`config.mk`:
```
export PLATFORM = sky130hd
export DESIGN_NAME = ps2_kb
export DESIGN_NICKNAME = d
export VERILOG_FILES = /design/src/rtl/ps2_kb_pkg.sv /design/src/rtl/kb_fifo.sv /design/src/rtl/ps2_kb.sv
export SDC_FILE = /design/constraint.sdc
export NUM_CORES = 1
export LEC_CHECK = 0
export CORE_MARGIN = 3
export CORE_UTILIZATION = 35
export DETAILED_ROUTE_END_ITERATION = 10
export PLACE_DENSITY_LB_ADDON = 0.1
export SYNTH_ARGS = -nofsm -noshare
export SYNTH_HDL_FRONTEND = slang
export SYNTH_HIERARCHICAL = 1
export SYNTH_SLANG_ARGS = --single-unit
```
`constraint.sdc`:
```
create_clock -name clk -period 4.6 [get_ports clk]
set_input_delay 0.92 -clock clk [delete_from_list [all_inputs] [get_ports clk]]
set_output_delay 0.92 -clock clk [all_outputs]
set_load 0.005 [all_outputs]
```
`src/rtl/ps2_kb_pkg.sv`:
```
// ps2_kb_pkg: shared definitions for the PS/2 keyboard receiver.
//   KbWidth           - scan byte width
//   FrameLen          - bits per PS/2 frame (start, 8 data, parity, stop)
//   TimeoutCycDefault - default inter-edge timeout in clk cycles
//   IDLE/RECV/CHECK   - receiver FSM state encodings
//   oddParity()       - reduction helper for the optional parity check
package ps2_kb_pkg;

  localparam int KbWidth           = 8;
  localparam int FrameLen          = 11;
  localparam int TimeoutCycDefault = 50000;

  localparam logic [1:0] IDLE  = 2'd0;
  localparam logic [1:0] RECV  = 2'd1;
  localparam logic [1:0] CHECK = 2'd2;

  // Returns 1 when the data+parity bits contain an odd number of ones.
  function automatic logic oddParity(input logic [KbWidth:0] bits);
    return ^bits;
  endfunction

endpackage

```
`src/rtl/kb_fifo.sv`:
```
// kb_fifo: receive FIFO for keyboard scan bytes.
//   clk, rst     - system clock, asynchronous active-high reset
//   push, din    - write strobe and byte; ignored when full unless a pop coincides
//   pop          - read strobe; ignored when empty
//   dout         - head entry, 0 when empty (combinational)
//   empty, full  - occupancy flags
module kb_fifo #(
  parameter int DEPTH = 8,
  parameter int WIDTH = 8
) (
  input  logic             clk,
  input  logic             rst,
  input  logic             push,
  input  logic             pop,
  input  logic [WIDTH-1:0] din,
  output logic [WIDTH-1:0] dout,
  output logic             empty,
  output logic             full
);

  localparam int AW = $clog2(DEPTH);

  logic [WIDTH-1:0] mem [DEPTH];
  logic [AW-1:0]    wrPtr;
  logic [AW-1:0]    rdPtr;
  logic [AW:0]      count;
  logic             doPush;
  logic             doPop;

  assign empty  = (count == {(AW+1){1'b0}});
  assign full   = (count == (AW+1)'(DEPTH));
  assign doPop  = pop & ~empty;
  // A full FIFO still accepts a push when the head leaves in the same cycle.
  assign doPush = push & (~full | doPop);
  assign dout   = empty ? {WIDTH{1'b0}} : mem[rdPtr];

  // Storage array write port.
  always_ff @(posedge clk) begin
    if (doPush) begin
      mem[wrPtr] <= din;
    end
  end

  // Pointers wrap naturally since DEPTH is a power of two.
  always_ff @(posedge clk or posedge rst) begin
    if (rst) begin
      wrPtr <= {AW{1'b0}};
      rdPtr <= {AW{1'b0}};
      count <= {(AW+1){1'b0}};
    end else begin
      if (doPush) wrPtr <= wrPtr + AW'(1);
      if (doPop)  rdPtr <= rdPtr + AW'(1);
      case ({doPush, doPop})
        2'b10:   count <= count + (AW+1)'(1);
        2'b01:   count <= count - (AW+1)'(1);
        default: count <= count;
      endcase
    end
  end

endmodule

```
`src/rtl/ps2_kb.sv`:
```
// ps2_kb: PS/2 keyboard receiver with scan-byte FIFO.
//   clk, rst   - system clock, asynchronous active-high reset
//   ps2_clk    - keyboard clock (asynchronous, idles high)
//   ps2_data   - keyboard data (asynchronous, idles high)
//   sig_rd_kb  - pop strobe, may be combinational from kb_ready
//   kb_data    - byte at FIFO head, 0 when empty
//   kb_ready   - FIFO not empty
//   kb_ovf     - sticky: a valid frame was dropped on a full FIFO
// Build option KB_PARITY_CHK_EN: also reject frames without odd parity.
module ps2_kb
  import ps2_kb_pkg::*;
#(
  parameter int FIFO_DEPTH  = 8,
  parameter int TIMEOUT_CYC = TimeoutCycDefault
) (
  input  logic               clk,
  input  logic               rst,
  input  logic               ps2_clk,
  input  logic               ps2_data,
  input  logic               sig_rd_kb,
  output logic [KbWidth-1:0] kb_data,
  output logic               kb_ready,
  output logic               kb_ovf
);

  localparam int ToW = $clog2(TIMEOUT_CYC + 1);
  localparam int SrW = FrameLen - 1;

  logic           clkMeta, clkSync, clkDly;
  logic           dataMeta, dataSync;
  logic           clkFall;
  logic [1:0]     state;
  logic [3:0]     bitCnt;
  logic [SrW-1:0] shiftReg;
  logic [ToW-1:0] toCnt;
  logic           frameOk;
  logic           push;
  logic           pop;
  logic           fifoEmpty;
  logic           fifoFull;

  // Two-flop synchronizers plus a delayed clock stage for edge detection.
  always_ff @(posedge clk or posedge rst) begin
    if (rst) begin
      clkMeta  <= 1'b1;
      clkSync  <= 1'b1;
      clkDly   <= 1'b1;
      dataMeta <= 1'b1;
      dataSync <= 1'b1;
    end else begin
      clkMeta  <= ps2_clk;
      clkSync  <= clkMeta;
      clkDly   <= clkSync;
      dataMeta <= ps2_data;
      dataSync <= dataMeta;
    end
  end

  assign clkFall = clkDly & ~clkSync;

  // Frame receiver: bitCnt names the next bit (1..10) after the start bit.
  // shiftReg ends as {stop, parity, data[7:0]} after bit 10.
  always_ff @(posedge clk or posedge rst) begin
    if (rst) begin
      state    <= IDLE;
      bitCnt   <= 4'd0;
      shiftReg <= {SrW{1'b0}};
      toCnt    <= {ToW{1'b0}};
    end else begin
      case (state)
        IDLE: begin
          toCnt  <= {ToW{1'b0}};
          bitCnt <= 4'd0;
          if (clkFall && !dataSync) begin
            state  <= RECV;
            bitCnt <= 4'd1;
          end
        end
        RECV: begin
          if (clkFall) begin
            toCnt    <= {ToW{1'b0}};
            shiftReg <= {dataSync, shiftReg[SrW-1:1]};
            if (bitCnt == 4'd10) begin
              state  <= CHECK;
              bitCnt <= 4'd0;
            end else begin
              bitCnt <= bitCnt + 4'd1;
            end
          end else if (toCnt == ToW'(TIMEOUT_CYC - 1)) begin
            // Keyboard stalled mid-frame: drop what was collected.
            state    <= IDLE;
            bitCnt   <= 4'd0;
            toCnt    <= {ToW{1'b0}};
            shiftReg <= {SrW{1'b0}};
          end else begin
            toCnt <= toCnt + ToW'(1);
          end
        end
        CHECK: begin
          state <= IDLE;
        end
        default: begin
          state  <= IDLE;
          bitCnt <= 4'd0;
          toCnt  <= {ToW{1'b0}};
        end
      endcase
    end
  end

  // Frame validity: stop bit, optionally odd parity over data+parity.
  always_comb begin
    frameOk = shiftReg[SrW-1];
`ifdef KB_PARITY_CHK_EN
    frameOk = frameOk & oddParity(shiftReg[KbWidth:0]);
`else
    frameOk = frameOk & 1'b1;
`endif
  end

  assign push     = (state == CHECK) & frameOk;
  assign pop      = sig_rd_kb & ~fifoEmpty;
  assign kb_ready = ~fifoEmpty;

  // Sticky overflow: set only when a valid byte is actually dropped.
  always_ff @(posedge clk or posedge rst) begin
    if (rst) begin
      kb_ovf <= 1'b0;
    end else if (push && fifoFull && !pop) begin
      kb_ovf <= 1'b1;
    end
  end

  kb_fifo #(
    .DEPTH (FIFO_DEPTH),
    .WIDTH (KbWidth)
  ) uFifo (
    .clk   (clk),
    .rst   (rst),
    .push  (push),
    .pop   (pop),
    .din   (shiftReg[KbWidth-1:0]),
    .dout  (kb_data),
    .empty (fifoEmpty),
    .full  (fifoFull)
  );

endmodule
```
# Word-level counts from Yosys, hierarchy flattened
# Memory sizes are Yosys's and may differ from the RTL's.
# Cells that the tools add are included.
word_totals:
  reg_bits: 48
  mem_bits_rw: 64
  wordCells: 71
  n_memories: 1
mem_list:
  columns: ["memory", "words", "width", "rd", "rd_ports_with_merged_regs", "write_ports", "line", "text"]
  rows:
  - ["uFifo.mem", 8, 8, 1, 0, 1, "kb_fifo.sv:23", "logic [WIDTH-1:0] mem [DEPTH];"]
op_classes:
  addsub: 6
  n_eq_ne: 10
  muxes: 19
  n_bitwise: 10
  reduce_logical: 12
op_table:
  columns: ["op", "count"]
  rows:
  - ["$mux W16", 2]
  - ["$pmux W16 S2", 1]
  - ["$mux W10", 2]
  - ["$add A16 B1 Y16 const B", 1]
  - ["$eq A16 B16 Y1 const B", 1]
  - ["$mux W4", 3]
  - ["$pmux W4 S3", 1]
  - ["$add A4 B1 Y4 const B", 2]
  - ["$eq A4 B4 Y1 const B", 2]
  - ["$mux W2", 4]
  - ["$mux W8", 1]
  - ["$pmux W4 S2", 1]
  - ["$add A3 B1 Y3 const B", 2]
  - ["$ne A3 B3 Y1 const B", 2]
  - ["$and A1 B1 Y1", 5]
  - ["$eq A2 B1 Y1 const B", 2]
  - ["$eq A2 B2 Y1 const B", 2]
  - ["$logic_not A4 Y1", 1]
  - ["$not A1 Y1", 4]
  - ["$pmux W2 S2", 1]
  - ["$reduce_and A2 Y1", 2]
  - ["$reduce_bool A2 Y1", 2]
  - ["$sub A4 B1 Y4 const B", 1]
  - ["$logic_and A1 B1 Y1", 3]
  - ["other kinds (6)", 9]

# Depth between registers and ports, before layout
# Gate-level depths: netlist (run 1).
logic_depth:
  word_depth: 8
  ltp_mapped: 12
  mapped_depth_nobuf: 11

# Cells and area by module
# Netlist (run 1), hierarchy kept.
modules_own_cells:
  columns: ["module", "instances", "cells_each", "area_per_inst_um2"]
  rows:
  - ["kb_fifo", 1, 173, 3101.7]
  - ["ps2_kb", 1, 171, 1853.0]

# Worst setup path before layout (run 1)
# No wires, ideal clock.
synth_timing:
  kind: "input to register"
  from: "in sig_rd_kb"
  to: "reg uFifo.count[3]"
  setup_ps: 139
  arrival_ps: 2718
  required_time_ps: 4461
  setup_slack_ps: 1743
  cell_stages: 9
  n_path_buf: 0
  cell_sequence: "nor2b_1 -> o21ai_2 -> nand2b_1 -> inv_1 -> ha_1 -> a211oi_1 -> or3_1 -> o21a_1 -> o221ai_1"
synth_via:
  elab_chain_cells: 6
synth_lines:
  columns: ["element", "line", "text"]
  rows:
  - ["start: declaration", "ps2_kb.sv:20", "input logic sig_rd_kb,"]
  - ["$and A1 B1 Y1 *", "ps2_kb.sv:122", "assign pop = sig_rd_kb & ~fifoEmpty;"]
  - ["$and A1 B1 Y1 *", "kb_fifo.sv:32", "assign doPop = pop & ~empty;"]
  - ["$or A1 B1 Y1", "kb_fifo.sv:34", "assign doPush = push & (~full | doPop);"]
  - ["$and A1 B1 Y1", "kb_fifo.sv:34", null]
  - ["$eq A2 B1 Y1 / $eq A2 B2 Y1 (equally long branches)", "kb_fifo.sv:53", "case ({doPush, doPop})"]
  - ["$pmux W4 S2 / $reduce_bool A2 Y1 (equally long branches)", null, null]
  - ["end signal: assignment", "kb_fifo.sv:54", "2'b10: count <= count + (AW+1)'(1);"]
  - ["end signal: assignment", "kb_fifo.sv:55", "2'b01: count <= count - (AW+1)'(1);"]
  - ["end signal: assignment", "kb_fifo.sv:56", "default: count <= count;"]
  - ["end: declaration", "kb_fifo.sv:26", "logic [AW:0] count;"]
# Every way passes the cells marked *; elsewhere a longest branch is shown, timed or not.
# A chain may end at the register's enable or synchronous reset.

# Final worst setup path (run 1)
layout_timing:
  from: "reg uFifo.rdPtr[0]"
  to: "out kb_data[2]"
layout_via:
  elab_chain_cells: 2
layout_lines:
  columns: ["element", "line", "text"]
  rows:
  - ["start: declaration", "kb_fifo.sv:25", "logic [AW-1:0] rdPtr;"]
  - ["start signal: assignment", "kb_fifo.sv:48", "rdPtr <= {AW{1'b0}};"]
  - ["start signal: assignment", "kb_fifo.sv:52", "if (doPop) rdPtr <= rdPtr + AW'(1);"]
  - ["$mem_v2 Z8 W8", null, null]
  - ["$mux W8", "kb_fifo.sv:35", "assign dout = empty ? {WIDTH{1'b0}} : mem[rdPtr];"]
  - ["end: declaration", "ps2_kb.sv:21", "output logic [KbWidth-1:0] kb_data,"]
# No other way between the ends.

==> results of run 1 <==
-- cell usage in the layout (no fill, tap or decap), drive strengths merged, types with 3 or more instances in the layout --
| master | count |
|---|---|
| or3 | 4 |
| a22o | 15 |
| inv | 19 |
| mux2i | 10 |
| o31ai | 3 |
| nor4 | 7 |
| nor2 | 24 |
| a31oi | 6 |
| dfrtp | 43 |
| nor3 | 10 |
| edfxtp | 64 |
| clkbuf | 10 |
| nand3 | 5 |
| nand2b | 9 |
| mux4 | 16 |
| clkdlybuf4s50 | 14 |
| buf | 10 |
| o21ai | 11 |
| nand2 | 21 |
| xnor2 | 6 |
| a31o | 4 |
| nor2b | 6 |
| ha | 7 |
| nand4 | 5 |
| dfstp | 5 |
| o21a | 4 |
-- how the worst max path moves through the flow --
stage	from	end	slack, ns	cells past startpoint
floorplan	sig_rd_kb	uFifo/count[3]$_DFFE_PP0P_	1.74	9
global placement	uFifo/rdPtr[0]$_DFFE_PP0N_	kb_data[2]	1.37	5
detailed placement	uFifo/count[0]$_DFFE_PP0P_	uFifo/count[3]$_DFFE_PP0P_	1.27	12
CTS	uFifo/rdPtr[0]$_DFFE_PP0N_	kb_data[2]	0.98	5
global route	uFifo/rdPtr[0]$_DFFE_PP0N_	kb_data[2]	0.84	5
finish	uFifo/rdPtr[0]$_DFFE_PP0N_	kb_data[2]	1.06	5
-- cells by family (layout without fill, tap and decap cells) --
logic type	count (synthesis)	count (layout)	share of synthesized area, %
flip-flops	112	112	63.2
AND/OR/NAND/NOR	102	102	11.1
AO/OA/AOI/OAI	60	60	9.77
multiplexers	28	28	9.82
buffers and inverters	26	54	2.55
adder cells (fa/ha/maj)	8	8	2.17
XOR/XNOR	8	8	1.41
-- stage by stage --
stage	hold WS, ns	utilization (%)	setup slack (ns)	cell area [um2]
global route	0.361	41.5	0.844	5620
finish	0.359	41.5	1.06	5620
global placement	0.348	39.2	1.37	5320
floorplan	0.345	-	1.74	4950
detailed placement	0.348	39.2	1.27	5320
CTS	0.359	41.5	0.977	5620
-- sequential cells by signal (all words and copies together), names as in the netlist, 2 cells and up --
name / cells
uFifo/count: 4
uFifo/wrPtr: 3
toCnt: 16
state: 2
uFifo/mem: 64
bitCnt: 4
shiftReg: 10
uFifo/rdPtr: 3
-- metal layers --
metal,up-vias,track usage (%),wire length (um)
met5,-,0,0
met4,0,4.78,159
met3,12,3.24,277
met2,38,21.5,4790
met1,1413,17.6,4440
li1,1368,-,-
-- critical path: cells and delay by family (launching register included) --
family | cells | cell delay [ns]
buf+inv | 2 | 0.80
flops | 1 | 0.67
mux | 2 | 0.71
simple gates | 1 | 0.08
-- layout make-up --
cell class	count	share of cell area (%)
clock inverters	6	1.40
inverters	14	0.934
flip-flops and latches	112	55.6
clock buffers	10	4.07
repair buffers	24	3.83
multi-input cells	206	30.2
well taps	176	3.92
-- power breakdown --
part | total (mW) | leakage, nW | switching (mW) | internal [mW]
logic | 0.802 | 0.722 | 0.342 | 0.460
clock network | 0.808 | 0.152 | 0.371 | 0.437
registers | 1.38 | 1.22 | 0.191 | 1.19
total | 2.99 | 2.09 | 0.905 | 2.09
==> load_flow_metrics.sql, run 1 <==
INSERT INTO impl_metrics (metric_group, metric, value, unit) VALUES
('global_route', 'track_usage', '13.3', '%'),
('routing', 'average_detailed_routed_wire_length_per_instance', '17.6', 'um'),
('pwr', 'power-per-cell-area', '532', 'mW/mm2'),
('routing', 'drtAntennaViolNets', '0', ''),
('finish', 'num-nets-final', '380', ''),
('hold_path', 'hold_start', 'dataMeta$_DFF_PP1_', ''),
('clocking', 'reg_clk_slew_reported_paths', '0.07', 'ns'),
('yosys', 'postSynth.asyncResetShare', '42.9', '%'),
('sta', 'unrepaired_setup_endpoints_after_global_routing', 'false', ''),
('critical_path', 'rr_endpoint', 'uFifo/count[3]$_DFFE_PP0P_', ''),
('critical_path', 'type_of_element_launching_the_critical_path', 'register', ''),
('placed_design', 'io_buffers', '14', ''),
('clocking', 'cts_htree_levels', '3', ''),
('clocking', 'cts.hold.buffers_added', '0', ''),
('floorplan', 'die_h', '125', 'um'),
('yosys', 'ys_top_cells_by_count', '64 x edfxtp_1, 43 x dfrtp_1, 23 x nor2_1, 21 x nand2_1, 16 x mux4_2', ''),
('floorplan', 'core', '0.0136', 'mm2'),
('pwr', 'p_leak', '2.09', 'nW'),
('global_route', 'antenna_found_initial', '0', ''),
('finish', 'syn2layout_area_growth', '13.5', '%'),
('floorplan', 'num_io_pins', '15', ''),
('critical_path', 'critPathMaxStageDelay', '0.67', 'ns'),
('yosys', 'synthDominantCellAreaShare', '38.8', '%'),
('pwr', 'irDropWorstVdd', '178', 'uV'),
('placed_design', 'finalWeightedCongestion', '0.764', ''),
('critical_path', 'critPathRequiredTime', '3.68', 'ns'),
('critical_path', 'worst-endpoint-arrival', '2.62', 'ns'),
('yosys', 'synthCells', '344', ''),
('outcome', 'status', 'finished clean', ''),
('sta', 'timing.fmax', '283', 'MHz'),
('critical_path', 'rr_worst_depth', '12', ''),
('sta', 'slew_viol_final', '0', ''),
('global_route', 'number_of_global_route_vias_before_repair', '2891', ''),
('routing', 'route.vias.total', '2831', ''),
('yosys', 'synth_most_common_cell', 'edfxtp_1', ''),
('critical_path', 'worst_path_max_delay_cell', 'dfrtp_1', ''),
('routing', 'drt-vias-per-instance', '5.17', ''),
('sta', 'min_period_over_period', '76.9', '%'),
('yosys', 'synth_area_leader_cell', 'edfxtp_1', ''),
('finish', 'multi_input_area', '0.00170', 'mm2'),
('hold_path', 'min_to', 'dataSync$_DFF_PP1_', ''),
('yosys', 'mapped_area', '0.00495', 'mm2'),
('critical_path', 'crit_path_cell_trace', 'buf_4 > mux4_2 > mux2i_1 > nor2_1 > clkdlybuf4s50_1', ''),
('sta', 'timing.slew.headroom', '41.0', '%'),
('critical_path', 'reg2reg_from', 'uFifo/count[0]$_DFFE_PP0P_', ''),
('clocking', 'cts_tree', 'built', ''),
('placed_design', 'dp_hpwl', '6.44', 'mm'),
('global_route', 'global_route_wire_length_before_repair', '16.1', 'mm'),
('clocking', 'cts.sink_count', '112', ''),
('yosys', 'synth_area_leaders', 'edfxtp_1 39%, dfrtp_1 22%, mux4_2 7.3%, dfstp_2 2.7%, a22o_1 2.5%', ''),
('hold_path', 'holdPathStages', '0', ''),
('global_route', 'overflow', '0', ''),
('placed_design', 'total_instance_count_after_detailed_placement', '532', ''),
('flow_run', 'cap_viol_max_count', '0', ''),
('yosys', 'synth_edf_count', '64', ''),
('critical_path', 'path_class', 'reg2out', ''),
('sta', 'finalWorstPathRequiredPeriod', '3.54', 'ns'),
('routing', 'drt_pre_antenna_iters', '4', ''),
('yosys', 'synth_seq_area_share', '63.2', '%'),
('finish', 'layout.cells.non_filler', '548', ''),
('sta', 'timing_hold_violations_final', '0', ''),
('yosys', 'ys_seq_elements', '112', ''),
('clocking', 'clock_latency', '0.35', 'ns'),
('floorplan', 'die_x', '125', 'um'),
('finish', 'final_antenna_diode_count', '0', ''),
('floorplan', 'die_area', '0.0156', 'mm2'),
('routing', 'route.final.wire_length', '9.67', 'mm'),
('sta', 'fin_worst_skew', '0.00910', 'ns'),
('critical_path', 'reg2reg_slack', '1.31', 'ns'),
('yosys', 'post_synth.cell_area_avg', '14.4', 'um2'),
('sta', 'finalSetupViolations', '0', '');
(Power assumes the default switching activity.)
==> inputs of run 2 (changes only) <==
==> constraint.sdc (replaced) <==
create_clock -name clk -period 3.6 [get_ports clk]
set_input_delay 0.72 -clock clk [delete_from_list [all_inputs] [get_ports clk]]
set_output_delay 0.72 -clock clk [all_outputs]
set_load 0.005 [all_outputs]
==> run 2 against run 1 <==
  * Sequential power is 24% higher
  * Sequential share of layout area is 0.54 points lower
  * Non-clock buffer count is 4 higher
  * First-iteration DRC count is 11% higher
  * Clock power is 36% higher
  * Design area is 0.98% higher
  * Clock-buffer cell count is 1 lower
  * Register-to-register slack worse by 0.62 ns
  * Global-route usage is 0.22 points lower
  * Flip-flop and latch count stayed put
  * Wire length is 0.52% lower
  * Largest power group unchanged
==> load_flow_metrics.sql, run 2 (synthesis gave the netlist of run 1 again) <==
INSERT INTO impl_metrics (metric_group, metric, value, unit) VALUES
('critical_path', 'critPathMaxStageDelay', '0.56', 'ns'),
('clocking', 'cts_htree_levels', '3', ''),
('clocking', 'post-cts-setup-buffers', '0', ''),
('finish', 'register_area', '0.00313', 'mm2'),
('finish', 'leading_cell_type_in_the_layout_fill_and_taps_excluded', 'edfxtp_1', ''),
('clocking', 'postCtsResizedCells', '0', ''),
('pwr', 'total_power', '3.88', 'mW'),
('global_route', 'global_route_wire_length_before_repair', '16.0', 'mm'),
('global_route', 'number_of_global_route_vias_before_repair', '2880', ''),
('sta', 'tightest_slew', '0.590', 'ns'),
('clocking', 'clock-root-buffer', 'clkbuf_16', ''),
('placed_design', 'dpl-instance-area', '0.00535', 'mm2'),
('routing', 'drc', '0', ''),
('pwr', 'power-per-cell-area', '684', 'mW/mm2'),
('routing', 'average_detailed_routed_wire_length_per_instance', '17.4', 'um'),
('clocking', 'cts_buffer_depth', '2', ''),
('finish', 'reg.largest.list', 'uFifo/mem (64), toCnt (16), shiftReg (10)', ''),
('critical_path', 'rr_endpoint', 'uFifo/count[3]$_DFFE_PP0P_', ''),
('sta', 'slew_viol_final', '0', ''),
('sta', 'unrepaired_setup_endpoints_after_global_routing', 'false', ''),
('global_route', 'grt_max_degree', '28', ''),
('finish', 'largest_register_ffs', '64', ''),
('floorplan', 'std_cell_rows', '42', ''),
('hold_path', 'hold_start', 'dataMeta$_DFF_PP1_', ''),
('finish', 'most-common-layout-cells', '64 x edfxtp_1, 43 x dfrtp_1, 23 x nor2_1', ''),
('outcome', 'status', 'finished clean', ''),
('floorplan', 'die_x', '125', 'um'),
('routing', 'drt_pre_antenna_iters', '4', ''),
('global_route', 'overflow', '0', ''),
('global_route', 'antenna_found_initial', '0', ''),
('critical_path', 'cp-end-kind', 'output pin', ''),
('finish', 'num-nets-final', '384', ''),
('sta', 'fin_worst_skew', '0.00669', 'ns'),
('critical_path', 'reg2reg_slack', '0.69', 'ns'),
('floorplan', 'num_io_pins', '15', ''),
('critical_path', 'worst-endpoint-arrival', '2.38', 'ns'),
('routing', 'drtAntennaViolNets', '0', ''),
('pwr', 'irDropWorstVdd', '293', 'uV'),
('placed_design', 'total_instance_count_after_detailed_placement', '536', ''),
('clocking', 'clock_latency', '0.35', 'ns'),
('finish', 'multi_input_area', '0.00170', 'mm2'),
('finish', 'layout.filler_cells', '1247', ''),
('pwr', 'p_leak', '2.12', 'nW'),
('clocking', 'cts.hold.buffers_added', '0', ''),
('critical_path', 'critPathTopFamily', 'buffers and inverters', ''),
('sta', 'setup_slack', '0.497', 'ns'),
('finish', 'layout.cells.non_filler', '552', ''),
('finish', 'stdcell_area', '0.00568', 'mm2'),
('clocking', 'cts-buffers-inserted', '9', ''),
('sta', 'timing.fmax', '322', 'MHz'),
('clocking', 'cts.sink_count', '112', ''),
('hold_path', 'min_to', 'dataSync$_DFF_PP1_', ''),
('hold_path', 'holdPathStages', '0', ''),
('critical_path', 'critPathRequiredTime', '2.88', 'ns'),
('sta', 'setup_total_negative_slack', '0', 'ns'),
('routing', 'drt-vias-per-instance', '5.24', ''),
('finish', 'post_route_cells_drive_above_1_share', '18.1', '%'),
('floorplan', 'die_h', '125', 'um'),
('sta', 'min_period_over_period', '86.2', '%'),
('critical_path', 'type_of_element_launching_the_critical_path', 'register', ''),
('critical_path', 'path_class', 'reg2out', ''),
('finish', 'max_flop_register', 'uFifo/mem', ''),
('sta', 'finalSetupViolations', '0', ''),
('global_route', 'track_usage', '13.1', '%'),
('critical_path', 'reg2reg_from', 'uFifo/count[0]$_DFFE_PP0P_', ''),
('clocking', 'cts_tree', 'built', ''),
('sta', 'timing.slew.headroom', '60.7', '%'),
('routing', 'detail_route.iter0.violations', '202', ''),
('flow_run', 'cap_viol_max_count', '0', ''),
('critical_path', 'rr_worst_depth', '12', ''),
('floorplan', 'core', '0.0136', 'mm2'),
('finish', 'syn2layout_area_growth', '14.6', '%'),
('sta', 'finalWorstPathRequiredPeriod', '3.10', 'ns'),
('critical_path', 'worst-path-max-fanout', '16', ''),
('hold_path', 'worst_hold_path_type', 'reg2reg', ''),
('floorplan', 'die_area', '0.0156', 'mm2'),
('placed_design', 'finalWeightedCongestion', '0.792', ''),
('clocking', 'reg_clk_slew_reported_paths', '0.08', 'ns'),
('placed_design', 'dp_hpwl', '6.45', 'mm'),
('routing', 'route.vias.total', '2892', ''),
('sta', 'timing_hold_violations_final', '0', ''),
('finish', 'final_antenna_diode_count', '0', ''),
('critical_path', 'crit_path_cell_trace', 'buf_4 > mux4_2 > mux2i_1 > nor2_1 > clkdlybuf4s50_1', ''),
('critical_path', 'worst_path_max_delay_cell', 'mux4_2', ''),
('critical_path', 'cp_bufs_invs', '2', ''),
('placed_design', 'place_ws', '0.649', 'ns'),
('floorplan', 'initial_core_utilization', '36.5', '%'),
('routing', 'route.final.wire_length', '9.62', 'mm'),
('critical_path', 'cp.depth', '5', ''),
('placed_design', 'io_buffers', '14', '');
[run 2: cell count changes in the layout (fill, tap and decap cells not counted), sizes merged]
cell | previous run | this run
bufinv | 1 | 2
buf | 10 | 14
inv | 19 | 18
clkbuf | 10 | 9
clkinvlp | 0 | 1
[run 2: report_power, final]
group / leakage, nW / internal, mW / switching [mW]
combinational: 0.743 / 0.591 / 0.485
sequential: 1.22 / 1.52 / 0.185
clock: 0.160 / 0.625 / 0.476
total: 2.12 / 2.74 / 1.15
[run 2: final cells by class]
type | count | area share [%]
clock inverter | 7 | 1.89
timing repair buffer | 28 | 4.32
inverter | 14 | 0.925
sequential | 112 | 55.1
clock buffer | 9 | 3.97
multi-input combinational | 206 | 29.9
tap | 176 | 3.88
[run 2: routing by layer]
layer	track usage, %	wire (um)
met5	0	0
met2	21.4	4740
met4	3.70	112
met3	3.80	323
met1	17.1	4450
[run 2: worst max path at each step]
stage,endpoint,from,slack (ns)
after detailed placement,uFifo/count[3]$_DFFE_PP0P_,sig_rd_kb,0.65
after CTS,kb_data[7],uFifo/rdPtr[0]$_DFFE_PP0N_,0.45
after global placement,uFifo/count[3]$_DFFE_PP0P_,sig_rd_kb,0.70
after global routing,kb_data[7],uFifo/rdPtr[0]$_DFFE_PP0N_,0.34
after floorplan,uFifo/count[3]$_DFFE_PP0P_,uFifo/count[0]$_DFFE_PP0P_,0.80
final,kb_data[7],uFifo/rdPtr[0]$_DFFE_PP0N_,0.50
[run 2: metrics by stage]
stage / util, % / hold slack (ns)
CTS: 41.9 / 0.361
finish: 41.9 / 0.359
global placement: 39.4 / 0.349
detailed placement: 39.4 / 0.350
floorplan: - / 0.345
global route: 41.9 / 0.367
